`config.mk`:
```
export PLATFORM = sky130hd
export DESIGN_NAME = uart_rx_fifo_flat
export DESIGN_NICKNAME = d
export VERILOG_FILES = /design/src/rtl/uart_rx_fifo_if.sv /design/src/rtl/uart_rx_fifo.sv /design/src/flat_wrapper.sv
export SDC_FILE = /design/constraint.sdc
export NUM_CORES = 1
export LEC_CHECK = 0
export ABC_AREA = 1
export BUFFER_PORTS_ARGS = -buffer_cell sky130_fd_sc_hd__buf_2
export CELL_PAD_IN_SITES_DETAIL_PLACEMENT = 0
export CELL_PAD_IN_SITES_GLOBAL_PLACEMENT = 2
export CORE_MARGIN = 3
export CORE_UTILIZATION = 37
export DETAILED_ROUTE_END_ITERATION = 10
export PLACE_DENSITY = 0.79
export SYNTH_ARGS = -nofsm -noshare
export SYNTH_HDL_FRONTEND = slang
export SYNTH_SLANG_ARGS = --single-unit
```
`constraint.sdc`:
```
create_clock -name clk -period 2.22 [get_ports clk]
set_clock_uncertainty 0.2 [all_clocks]
set_input_delay 0.666 -clock clk [delete_from_list [all_inputs] [get_ports clk]]
set_output_delay 0.666 -clock clk [all_outputs]
set_load 0.05 [all_outputs]
```
`src/rtl/uart_rx_fifo_if.sv`:
```
//----------------------------------------------------------------------------
// uart_rx_fifo_if : write/read/status bundle between host logic and the RX FIFO
// Revision: 1.0
//----------------------------------------------------------------------------
`default_nettype none

interface uart_rx_fifo_if #(
  parameter int AW = 4
);
  logic          wr_en;
  logic [7:0]    wr_data;
  logic          rd_en;
  logic [7:0]    rd_data;
  logic          empty;
  logic          full;
  logic [AW:0]   count;
  logic          almost_full;
  logic          overflow;
  logic          ovf_clr;

  modport master (
    output wr_en, wr_data, rd_en, ovf_clr,
    input  rd_data, empty, full, count, almost_full, overflow
  );

  modport slave (
    input  wr_en, wr_data, rd_en, ovf_clr,
    output rd_data, empty, full, count, almost_full, overflow
  );
endinterface

`default_nettype wire

```
`src/rtl/uart_rx_fifo.sv`:
```
//----------------------------------------------------------------------------
// uart_rx_fifo : FWFT byte buffer behind the UART receiver with sticky overflow
// Revision: 1.0
//----------------------------------------------------------------------------
`default_nettype none

module uart_rx_fifo #(
  parameter int DEPTH    = 16,
  parameter int AW       = 4,
  parameter int AF_LEVEL = 12
) (
  input  wire logic       clk,
  input  wire logic       reset,
  uart_rx_fifo_if.slave   bus
);

  localparam logic [AW:0]   C_DEPTH   = (AW+1)'(DEPTH);
  localparam logic [AW:0]   C_AF      = (AW+1)'(AF_LEVEL);
  localparam logic [AW:0]   C_CNT_ONE = (AW+1)'(1);
  localparam logic [AW-1:0] C_PTR_ONE = AW'(1);

  logic [7:0]    mem_q [DEPTH];
  logic [AW-1:0] wr_ptr_q, rd_ptr_q;
  logic [AW:0]   count_q, count_d;
  logic          overflow_q;

  logic w_empty, w_full, w_wr_acc, w_rd_acc, w_drop;

  assign w_empty  = (count_q == '0);
  assign w_full   = (count_q == C_DEPTH);
  assign w_rd_acc = bus.rd_en && !w_empty;
  // At full, a same-cycle pop frees the slot the write lands in.
  assign w_wr_acc = bus.wr_en && (!w_full || bus.rd_en);
  assign w_drop   = bus.wr_en && w_full && !bus.rd_en;

  always_comb begin
    count_d = count_q;
    case ({w_wr_acc, w_rd_acc})
      2'b10:   count_d = count_q + C_CNT_ONE;
      2'b01:   count_d = count_q - C_CNT_ONE;
      default: count_d = count_q;
    endcase
  end

  always_ff @(posedge clk) begin
    if (!reset) begin
      wr_ptr_q   <= '0;
      rd_ptr_q   <= '0;
      count_q    <= '0;
      overflow_q <= 1'b0;
    end else begin
      count_q <= count_d;
      if (w_wr_acc) wr_ptr_q <= wr_ptr_q + C_PTR_ONE;
      if (w_rd_acc) rd_ptr_q <= rd_ptr_q + C_PTR_ONE;
      if (w_drop)
        overflow_q <= 1'b1;
      else if (bus.ovf_clr)
        overflow_q <= 1'b0;
    end
  end

  // Storage is deliberately not reset; only pointers and count define content.
  always_ff @(posedge clk) begin
    if (reset && w_wr_acc) mem_q[wr_ptr_q] <= bus.wr_data;
  end

  assign bus.rd_data     = w_empty ? 8'h00 : mem_q[rd_ptr_q];
  assign bus.empty       = w_empty;
  assign bus.full        = w_full;
  assign bus.count       = count_q;
  assign bus.almost_full = (count_q >= C_AF);
  assign bus.overflow    = overflow_q;

endmodule

`default_nettype wire

```
`src/flat_wrapper.sv`:
```
// flat-port wrapper written by rule: the top's interface ports become plain ports
module uart_rx_fifo_flat 
#(
  parameter int DEPTH    = 16,
  parameter int AW       = 4,
  parameter int AF_LEVEL = 12
)
  (clk, reset, bus_wr_en, bus_wr_data, bus_rd_en, bus_ovf_clr, bus_rd_data, bus_empty, bus_full, bus_count, bus_almost_full, bus_overflow);
  uart_rx_fifo_if #(.AW(AW)) bus_i ();
  input  wire logic clk;
  input  wire logic reset;
  input wire logic [$bits(bus_i.wr_en)-1:0] bus_wr_en;
  input wire logic [$bits(bus_i.wr_data)-1:0] bus_wr_data;
  input wire logic [$bits(bus_i.rd_en)-1:0] bus_rd_en;
  input wire logic [$bits(bus_i.ovf_clr)-1:0] bus_ovf_clr;
  output wire logic [$bits(bus_i.rd_data)-1:0] bus_rd_data;
  output wire logic [$bits(bus_i.empty)-1:0] bus_empty;
  output wire logic [$bits(bus_i.full)-1:0] bus_full;
  output wire logic [$bits(bus_i.count)-1:0] bus_count;
  output wire logic [$bits(bus_i.almost_full)-1:0] bus_almost_full;
  output wire logic [$bits(bus_i.overflow)-1:0] bus_overflow;
  assign bus_i.wr_en = bus_wr_en;
  assign bus_i.wr_data = bus_wr_data;
  assign bus_i.rd_en = bus_rd_en;
  assign bus_i.ovf_clr = bus_ovf_clr;
  assign bus_rd_data = bus_i.rd_data;
  assign bus_empty = bus_i.empty;
  assign bus_full = bus_i.full;
  assign bus_count = bus_i.count;
  assign bus_almost_full = bus_i.almost_full;
  assign bus_overflow = bus_i.overflow;
  uart_rx_fifo #(.DEPTH(DEPTH), .AW(AW), .AF_LEVEL(AF_LEVEL)) u_core (.clk(clk), .reset(reset), .bus(bus_i));
endmodule
```
Word-level counts from Yosys, hierarchy flattened

Memory sizes are Yosys's and may differ from the RTL's. A register that Yosys moved wholly into a read port is not among the register bits.
Index checks and enable logic that the tools add are counted.

Bits in latches: 0
Input bits: 13
Memory bits (writable): 128
Word-level logic and storage cells: 33
Flip-flop bits (word level): 14
Memories: 1
Memory bits (read-only): 0

Order comparisons: 1
Equality and inequality tests: 3
Divide/modulo/power cells: 0
Multiply operators: 0
$add $sub $neg: 4
Muxes and demuxes: 8
Reductions and logical operators: 12
Bitwise operators: 0
Shift-type cells: 0

Memory list:

| memory       | depth | bits a word | rd ports | clocked after Yosys merged registers in | write ports | RTL line           | source |
|---|---|---|---|---|---|---|---|
| u_core.mem_q | 16    | 8           | 1        | 1                                       | 1           | uart_rx_fifo.sv:22 | `logic [7:0] mem_q [DEPTH];` |

Operator list:

| kind                                                 | count |
|---|---|
| one-hot mux 5 bit (2 select lines)                   | 1 |
| adder 4 x 1 -> 4 bit (second input constant)         | 2 |
| 2-to-1 mux 4 bit                                     | 2 |
| 2-to-1 mux 8 bit                                     | 1 |
| adder 5 x 1 -> 5 bit (second input constant)         | 1 |
| equality test 5 bit (second input constant)          | 1 |
| >= comparator 5 x 4 -> 1 bit (second input constant) | 1 |
| logical AND 1 bit                                    | 5 |
| logical NOT 5 bit                                    | 1 |
| subtractor 5 x 1 -> 5 bit (second input constant)    | 1 |
| 2-to-1 mux 1 bit                                     | 4 |
| nonzero test 2 bit                                   | 2 |
| logical NOT 1 bit                                    | 3 |
| equality test 2 x 1 -> 1 bit (second input constant) | 1 |
| equality test 2 bit (second input constant)          | 1 |
| logical OR 1 bit                                     | 1 |

Depth between registers and ports, before layout

Gate-level depths: netlist of the first run.

Depth after elaboration: 7
Depth in mapped cells: 17

Least setup slack after synthesis of the first run

No wires, ideal clock.

Kind: reg-to-output
From: reg u_core.count_q[0], in the netlist u_core.bus.count[0]
To: out bus_rd_data[0]
Arrival: 2.352 ns
Slack: -0.998 ns
Stages on the path, launching flop included: 5
Cell sequence: dfxtp_1 nor2_1 nand3_1 clkinv_1 a21oi_1

Cells in the longest elaborated chain, start to end: 2

RTL lines:

| what                   | RTL line           | source |
|---|---|---|
| from (decl)            | uart_rx_fifo.sv:24 | `logic [AW:0] count_q, count_d;` |
| from (signal assigned) | uart_rx_fifo.sv:52 | `count_q <= count_d;` |
| logical NOT 5 bit      | uart_rx_fifo.sv:29 | `assign w_empty = (count_q == '0);` |
| net bus_empty          | flat_wrapper.sv:17 | `output wire logic [$bits(bus_i.empty)-1:0] bus_empty;` |
| 2-to-1 mux 8 bit       | uart_rx_fifo.sv:67 | `assign bus.rd_data = w_empty ? 8'h00 : mem_q[rd_ptr_q];` |
| to (decl)              | flat_wrapper.sv:16 | `output wire logic [$bits(bus_i.rd_data)-1:0] bus_rd_data;` |

The timed path passes the listed nets, and every way through them passes these cells.

==> metrics, run 1 <==
Peak Freq 0.364 GHz; P&R area growth vs syn 39.0%; Ports 30; Crit path max-delay family buffers and inverters; Distinct cells, synth 19; final hold vios 0; antenna violations before repair 0; hold_sp u_core.bus.overflow$_SDFFE_PN0P_; layout cells sized above 1 35.3%; GRT Util Overall 17.6%; fin crit share 124%; Synth Flop Type edfxtp_1; largest net degree at the start of global routing 32; Int Pwr 7060 µW; failing checks negative setup slack; Worst R2R Setup Slack 0.17 ns; top-area cell type share of the netlist area 62.4%; cell depth of the worst setup path 10; pre-CTS setup slack -0.218 ns; most common library cells after synthesis 191 x nand2_1, 128 x edfxtp_1, 111 x nand3_1; router iterations before antenna repair 5; Worst Path Class, Setup reg2out; Critical Path Fanout Max 6; Finished Layout Cells 888; hold path endpoint u_core.bus.overflow$_SDFFE_PN0P_; power per cell area 1290 mW/mm²; critical path capture point type output port; reg2reg path depth 16; final RePlAce weighted congestion 0.795; Leak 0.00334 µW; Final Core Density 53.2%; Finish-stage setup viols 9; DR vias/cell 4.98; first-pass GRT wire length 23800 µm; RSZ-0062 raised after global routing yes; fill count 1360; clock-pin slew on the worst setup and hold paths 0.06 ns; DRC 0; largest area contributor in the netlist edfxtp_1; CP Cell Sequence buf_12, clkinv_16, buf_12, nand2_1, nand3_1, nand3_2, nand2_2, nand2_2, a21oi_4, buf_6; Tightest Hold Check Type reg2reg; Max Cap Viol 0; via count 4424; cts hold-fix bufs 0; Worst-Margin Slew 0.358 ns; min Tclk post-route 2.75 ns; critical path arrival 1.88 ns; post-synthesis cell area 0.00616 mm²; gr ovfl total 0; status finished with violations; P_sw 4020 µW; Slew Viols, Final 0; asr flop ratio synth 0%; synthesized instance count 571; critical path's largest stage delay 0.36 ns; DIE HEIGHT 135 µm; Clk Latency, worst-skew pair 0.42 ns; CP max stage cell dfxtp_4; clock sink count 146; Synth area leaders edfxtp_1 62%, nand2_1 12%, nand3_1 9.0%, dfxtp_1 5.8%, a21oi_1 1.7%; DRT Wirelength 16600 µm; Sequential Power Share 29.2%; CORE AREA 0.0161 mm²; Net Sw Frac 36.3%; Post-DRT Antenna Nets 0; die area 0.0182 mm²; TritonCTS clock tree built; Comb pwr share 42.5%; vias in the first global route 4203; # nets final 680; number of synthesized register bits 146; WP buf/inv 4; clock network fraction of total power 28.4%; Post-Syn Area per Cell 10.8 µm²; Yosys Warn Count 0; row cnt 46; H-tree depth 4; Reg-to-Reg Start u_core.bus.count[0]$_SDFFE_PN0P_; Die W 135 µm; post-DP HPWL 9560 µm; Initial DRC Count 363; Initial Util 38.2%; Critical Path RT 1.35 ns; most frequent cell after synthesis nand2_1; Hold Slack 0.266 ns; CTS Root Cell clkbuf_16; startpoint types flop; port bufs 29; R2R Path End u_core.bus.count[4]$_SDFFE_PN0P_; Clock Path Buffers 2; number of cells after detailed placement 837; EDFF count, synth 128; diode count 0; Avg WL per Cell 18.7 µm; VDD IR max 1000 µV; Syn Nets 592; register area share after synthesis 68.2%; Min-Delay Path Depth 2; CTS buffer count 17; Worst Slack Setup Final -0.529 ns; slew margin rel. 76.1%
==> cell usage in the layout, fill, tap and decap left out <==
master	Yosys	routed
dfxtp_4	0	6
clkinv_16	0	1
clkinv_2	0	5
ha_4	0	1
clkbuf_16	0	27
ha_1	8	7
nor2_1	25	21
o21ai_0	10	9
nor2_2	0	2
buf_2	10	18
clkinv_1	1	3
nand3_4	0	2
xnor2_1	2	2
buf_16	0	2
nand3_1	111	69
buf_6	7	11
a21oi_4	0	8
o21ai_1	0	1
nand4_1	1	1
nand3_2	0	40
nand2_2	1	40
inv_2	2	2
nor2_4	0	2
a21oi_1	21	13
buf_4	5	39
dfxtp_1	18	12
edfxtp_1	128	128
buf_12	0	12
bufinv_16	0	6
clkbuf_1	3	1
nand2_4	0	10
nand2_1	191	142
inv_1	24	23
xor2_1	3	3
clkinv_8	0	3
==> registers in the layout, indices dropped and copies added, names as in the netlist, named ones only <==
register	flops
u_core.wr_ptr_q	4
u_core.bus.count	5
u_core.mem_q	128
u_core.rd_ptr_q	4
u_core.bus.overflow	1
==> worst reg2reg max path: stages, from the launching register on <==
cell,delay (ns)
dfxtp_4,0.35
nor2_4,0.12
nand3_2,0.10
nand2_1,0.10
inv_2,0.06
ha_4,0.16
nand2_1,0.06
inv_1,0.05
nor2_2,0.10
ha_1,0.15
inv_1,0.04
nand2_1,0.09
nand3_1,0.10
nand3_1,0.08
nand3_1,0.09
nand2_1,0.08
inv_1,0.04
==> per-stage QoR <==
| stage | TNS, ns | power (µW) | cell area (µm²) |
|---|---|---|---|
| 2_1_floorplan | 0 | 5690 | 6290 |
| 3_3_place_gp | -4.48 | 6580 | 6940 |
| 3_5_place_dp | -6.28 | 6590 | 6940 |
| 4_1_cts | -3.88 | 10400 | 7860 |
| 5_1_grt | -4.69 | 11600 | 8570 |
| 6_report | -4.01 | 11100 | 8570 |
==> metal layers <==
metal  vias to the layer above  GRT usage (%)  wire length, µm
met4                         0           5.77              340
met3                        28           4.17              835
li1                       2147              -                -
met1                      2113           23.8             7240
met2                       136           28.3             8150
met5                         -              0                0
==> power by group through the flow <==
| stage | sequential, µW | combinational, µW | clock [µW] |
|---|---|---|---|
| 2_1_floorplan | 3420 | 2270 | 0 |
| 3_3_place_gp | 3270 | 3310 | 0 |
| 3_5_place_dp | 3270 | 3320 | 0 |
| 4_1_cts | 3250 | 3910 | 3190 |
| 5_1_grt | 3250 | 5020 | 3310 |
| 6_report | 3230 | 4710 | 3140 |
==> layout make-up <==
| class | count | area (µm²) | area share (%) |
|---|---|---|---|
| Sequential cell | 146 | 4230 | 49.3 |
| Tap cell | 216 | 270 | 3.16 |
| Timing Repair Buffer | 92 | 1050 | 12.3 |
| Multi-Input combinational cell | 373 | 2200 | 25.7 |
| Timing Repair inverter | 2 | 32.5 | 0.380 |
| Inverter | 27 | 140 | 1.64 |
| Clock buffer | 18 | 429 | 5.01 |
| Clock inverter | 14 | 216 | 2.53 |
==> cell families after synthesis <==
| group | synth area share (%) |
|---|---|
| AO/OA/AOI/OAI | 2.52 |
| AND/OR/NAND/NOR | 22.4 |
| buffers and inverters | 4.53 |
| adder cells (fa/ha/maj) | 1.62 |
| flip-flops | 68.2 |
| XOR/XNOR | 0.711 |
==> repair_timing <==
action | in CTS | in global routing
pin swaps | 0 | 48
resized for setup | 64 | 92
gates cloned | 3 | 12
endpoints found under the setup margin | 10 | 12
buffers inserted | 0 | 4
==> worst max-delay path by stage <==
stage,startpoint,to,slack [ns]
final,flop,bus_rd_data[6],-0.53
after global routing,flop,bus_rd_data[6],-0.59
after CTS,flop,bus_rd_data[6],-0.51
after detailed placement,flop,bus_rd_data[6],-0.22
after global placement,flop,bus_rd_data[6],-0.21
after floorplan,bus_rd_en,u_core.bus.count[2]$_SDFFE_PN0P_,0.01
Note: power is estimated with default switching activity, not from simulation.
==> run 2: changes to the inputs <==
--- a/config.mk
+++ b/config.mk
@@ -5,14 +5,14 @@
 export SDC_FILE = /design/constraint.sdc
 export NUM_CORES = 1
 export LEC_CHECK = 0
-export ABC_AREA = 1
 export BUFFER_PORTS_ARGS = -buffer_cell sky130_fd_sc_hd__buf_2
 export CELL_PAD_IN_SITES_DETAIL_PLACEMENT = 0
 export CELL_PAD_IN_SITES_GLOBAL_PLACEMENT = 2
 export CORE_MARGIN = 3
-export CORE_UTILIZATION = 37
+export CORE_UTILIZATION = 42
 export DETAILED_ROUTE_END_ITERATION = 10
-export PLACE_DENSITY = 0.79
+export PLACE_DENSITY = 0.78
+export SKIP_LAST_GASP = 1
 export SYNTH_ARGS = -nofsm -noshare
 export SYNTH_HDL_FRONTEND = slang
 export SYNTH_SLANG_ARGS = --single-unit
==> run 2 against run 1 <==
The run still ends with negative setup slack left. Cell area is 9.0% lower. Highest routed layer unchanged. Critical endpoint is now bus_rd_data[5]. Critical path depth is 4 lower. Die area is 14% lower. Routed wire length is 32% lower. Power is 11% lower.
==> metrics, run 2 <==
status finished with violations; failing checks negative setup slack; Critical Path RT 1.35 ns (about the same); top-area cell type share of the netlist area 64.4% (+2.0 points); Leak 0.00259 µW (-23%); number of cells after detailed placement 557 (-33%); DRT Wirelength 11300 µm (-32%); final RePlAce weighted congestion 0.716 (-9.9%); first-pass GRT wire length 18700 µm (-22%); Min-Delay Path Depth 2 (unchanged); CORE AREA 0.0136 mm² (-16%); antenna violations before repair 0 (unchanged); most frequent cell after synthesis edfxtp_1; register area share after synthesis 70.4% (+2.2 points); clock sink count 146 (unchanged); Synth Flop Type edfxtp_1; DR vias/cell 5.31 (+6.6%); Clk Latency, worst-skew pair 0.41 ns (about the same); Clock Path Buffers 2 (unchanged); hold_sp u_core.bus.overflow$_SDFFE_PN0P_; Distinct cells, synth 43 (+24); Peak Freq 0.338 GHz (-7.0%); Post-DRT Antenna Nets 0 (unchanged); commonest non-fill, non-tap cell in the layout edfxtp_1; Worst-Margin Slew 0.440 ns (+0.0825 ns); layout cells sized above 1 48.9% (+14 points); Largest Register u_core.mem_q; GRT Util Overall 15.7% (-2.0 points); DIE HEIGHT 125 µm (-7.3%); Worst R2R Setup Slack -0.62 ns (-0.79 ns); Tightest Hold Check Type reg2reg; die area 0.0157 mm² (-14%); critical path arrival 2.09 ns (+0.21 ns); fin crit share 133% (+9.3 points); VDD IR max 892 µV (-11%); Finished Layout Cells 595 (-33%); most common library cells after synthesis 128 x edfxtp_1, 32 x mux4_2, 20 x nor2_1; DRC 0 (unchanged); Max Cap Viol 0 (unchanged); Worst Slack Setup Final -0.735 ns (-0.207 ns); final hold vios 0 (unchanged); most frequent cells in the layout 128 x edfxtp_1, 32 x mux4_2, 29 x buf_4, 18 x buf_2; R2R Path End u_core.bus.count[4]$_SDFFE_PN0P_; setup_tns -8.03 ns (-4.01 ns); gr ovfl total 0 (unchanged); # nets final 427 (-37%); Initial Util 44.0% (+5.8 points); post-DP HPWL 7480 µm (-22%); asr flop ratio synth 0% (unchanged); Syn Nets 355 (-40%); CTS Root Cell clkbuf_16; Slew Viols, Final 0 (unchanged); power per cell area 1270 mW/mm² (-2.2%); CTS buffer count 17 (unchanged); cts hold-fix bufs 0 (unchanged); pre-CTS setup slack -0.505 ns (-0.287 ns); hold path endpoint u_core.bus.overflow$_SDFFE_PN0P_; Largest register FFs 128 (unchanged); clock-pin slew on the worst setup and hold paths 0.05 ns (about the same); critical path capture point type output port; largest area contributor in the netlist edfxtp_1; Ports 30 (unchanged); TritonCTS clock tree built; Finish-stage setup viols 15 (+6); Post-Syn Area per Cell 17.9 µm² (+66%); Avg WL per Cell 19.0 µm (+1.9%); router iterations before antenna repair 4 (-1); startpoint types flop; Critical Path Fanout Max 6 (unchanged); vias in the first global route 3429 (-18%); Synth area leaders edfxtp_1 64%, mux4_2 12%, dfxtp_1 6.0%, mux2i_1 2.3%, a211oi_1 2.0%; Hold Slack 0.280 ns (+0.0132 ns); port bufs 29 (unchanged); Final Core Density 57.5% (+4.3 points); reg2reg path depth 11 (-5); slew margin rel. 70.5% (-5.6 points); diode count 0 (unchanged); via count 3161 (-29%); post-synthesis cell area 0.00597 mm² (-3.1%); P&R area growth vs syn 30.5%; Worst Path Class, Setup reg2out; RSZ-0062 raised after global routing yes; Die W 125 µm (-7.3%); number of synthesized register bits 146 (unchanged); row cnt 42 (-8.7%); min Tclk post-route 2.96 ns (+0.207 ns); Yosys Warn Count 0 (unchanged); synthesized instance count 334 (-42%); Initial DRC Count 280 (-23%); largest net degree at the start of global routing 20 (-38%); EDFF count, synth 128 (unchanged); H-tree depth 4 (unchanged); Reg-to-Reg Start u_core.bus.count[0]$_SDFFE_PN0P_
-- run 2: changes by cell type after synthesis, sizes merged, moves of 14 or more --
| cell | change |
|---|---|
| nand2 | -182 |
| nand3 | -107 |
| mux4 | +32 |
| inv | -20 |
| a21oi | -19 |
| a211oi | +16 |
| mux2i | +14 |
-- run 2: area by class of cell --
| class | instances | area [µm²] |
|---|---|---|
| Sequential cell | 146 | 4220 |
| Tap cell | 176 | 220 |
| Clock inverter | 14 | 164 |
| Inverter | 6 | 25.0 |
| Clock buffer | 18 | 429 |
| Timing Repair Buffer | 73 | 697 |
| Multi-Input combinational cell | 162 | 2040 |
| Fill cell | 1037 | 5770 |
-- run 2: timing repair --
item	CTS	global route
setup buffers	4	2
endpoints found under the setup margin	111	112
gates resized for setup	63	31
cloned	2	0
pin swaps	16	12
-- run 2: critical path: stages (launching register included) --
cell	delay, ns
dfxtp_4	0.40
buf_12	0.14
buf_8	0.11
mux4_2	0.52
a211oi_2	0.28
a211oi_2	0.07
buf_6	0.16
-- run 2: metal layers --
metal / track usage [%] / share of wire (%)
met1: 20.6 / 42
met2: 25.0 / 51
met3: 3.80 / 4.8
met4: 7.02 / 2.2
met5: 0 / 0
-- run 2: how the worst max path moves through the flow --
| stage | startpoint | depth (start not counted) | slack, ns | end |
|---|---|---|---|---|
| after detailed placement | u_core.bus.count[0]$_SDFFE_PN0P_ | 10 | -0.50 | u_core.bus.count[4]$_SDFFE_PN0P_ |
| after global routing | flop | 6 | -0.79 | bus_rd_data[5] |
| final | flop | 6 | -0.74 | bus_rd_data[5] |
| after CTS | flop | 6 | -0.75 | bus_rd_data[5] |
| after global placement | u_core.bus.count[0]$_SDFFE_PN0P_ | 10 | -0.43 | u_core.bus.count[4]$_SDFFE_PN0P_ |
| after floorplan | u_core.bus.count[2]$_SDFFE_PN0P_ | 14 | -0.88 | u_core.bus.count[4]$_SDFFE_PN0P_ |
-- run 2: report_power, final --
part           switching, µW  internal [µW]  total [µW]
clock network           1060           1760        2820
registers               93.6           3120        3210
logic                   2070           1760        3820
-- run 2: stage by stage --
| stage | instance area, µm² | total power, µW |
|---|---|---|
| 3_3_place_gp | 6710 | 6300 |
| 6_report | 7790 | 9860 |
| 2_1_floorplan | 6120 | 5440 |
| 5_1_grt | 7790 | 10300 |
| 4_1_cts | 7630 | 9800 |
| 3_5_place_dp | 6710 | 6310 |
-- run 2: kinds of logic (layout without fill, tap and decap cells) --
family	count (synthesis)	in the layout	share of synthesized area, %
fa+ha+maj	8	8	1.68
simple gates	66	66	5.93
compound gates	35	35	4.32
mux	46	46	14.4
buf+inv	26	111	2.22
xor+xnor	7	7	1.03
flops	146	146	70.4
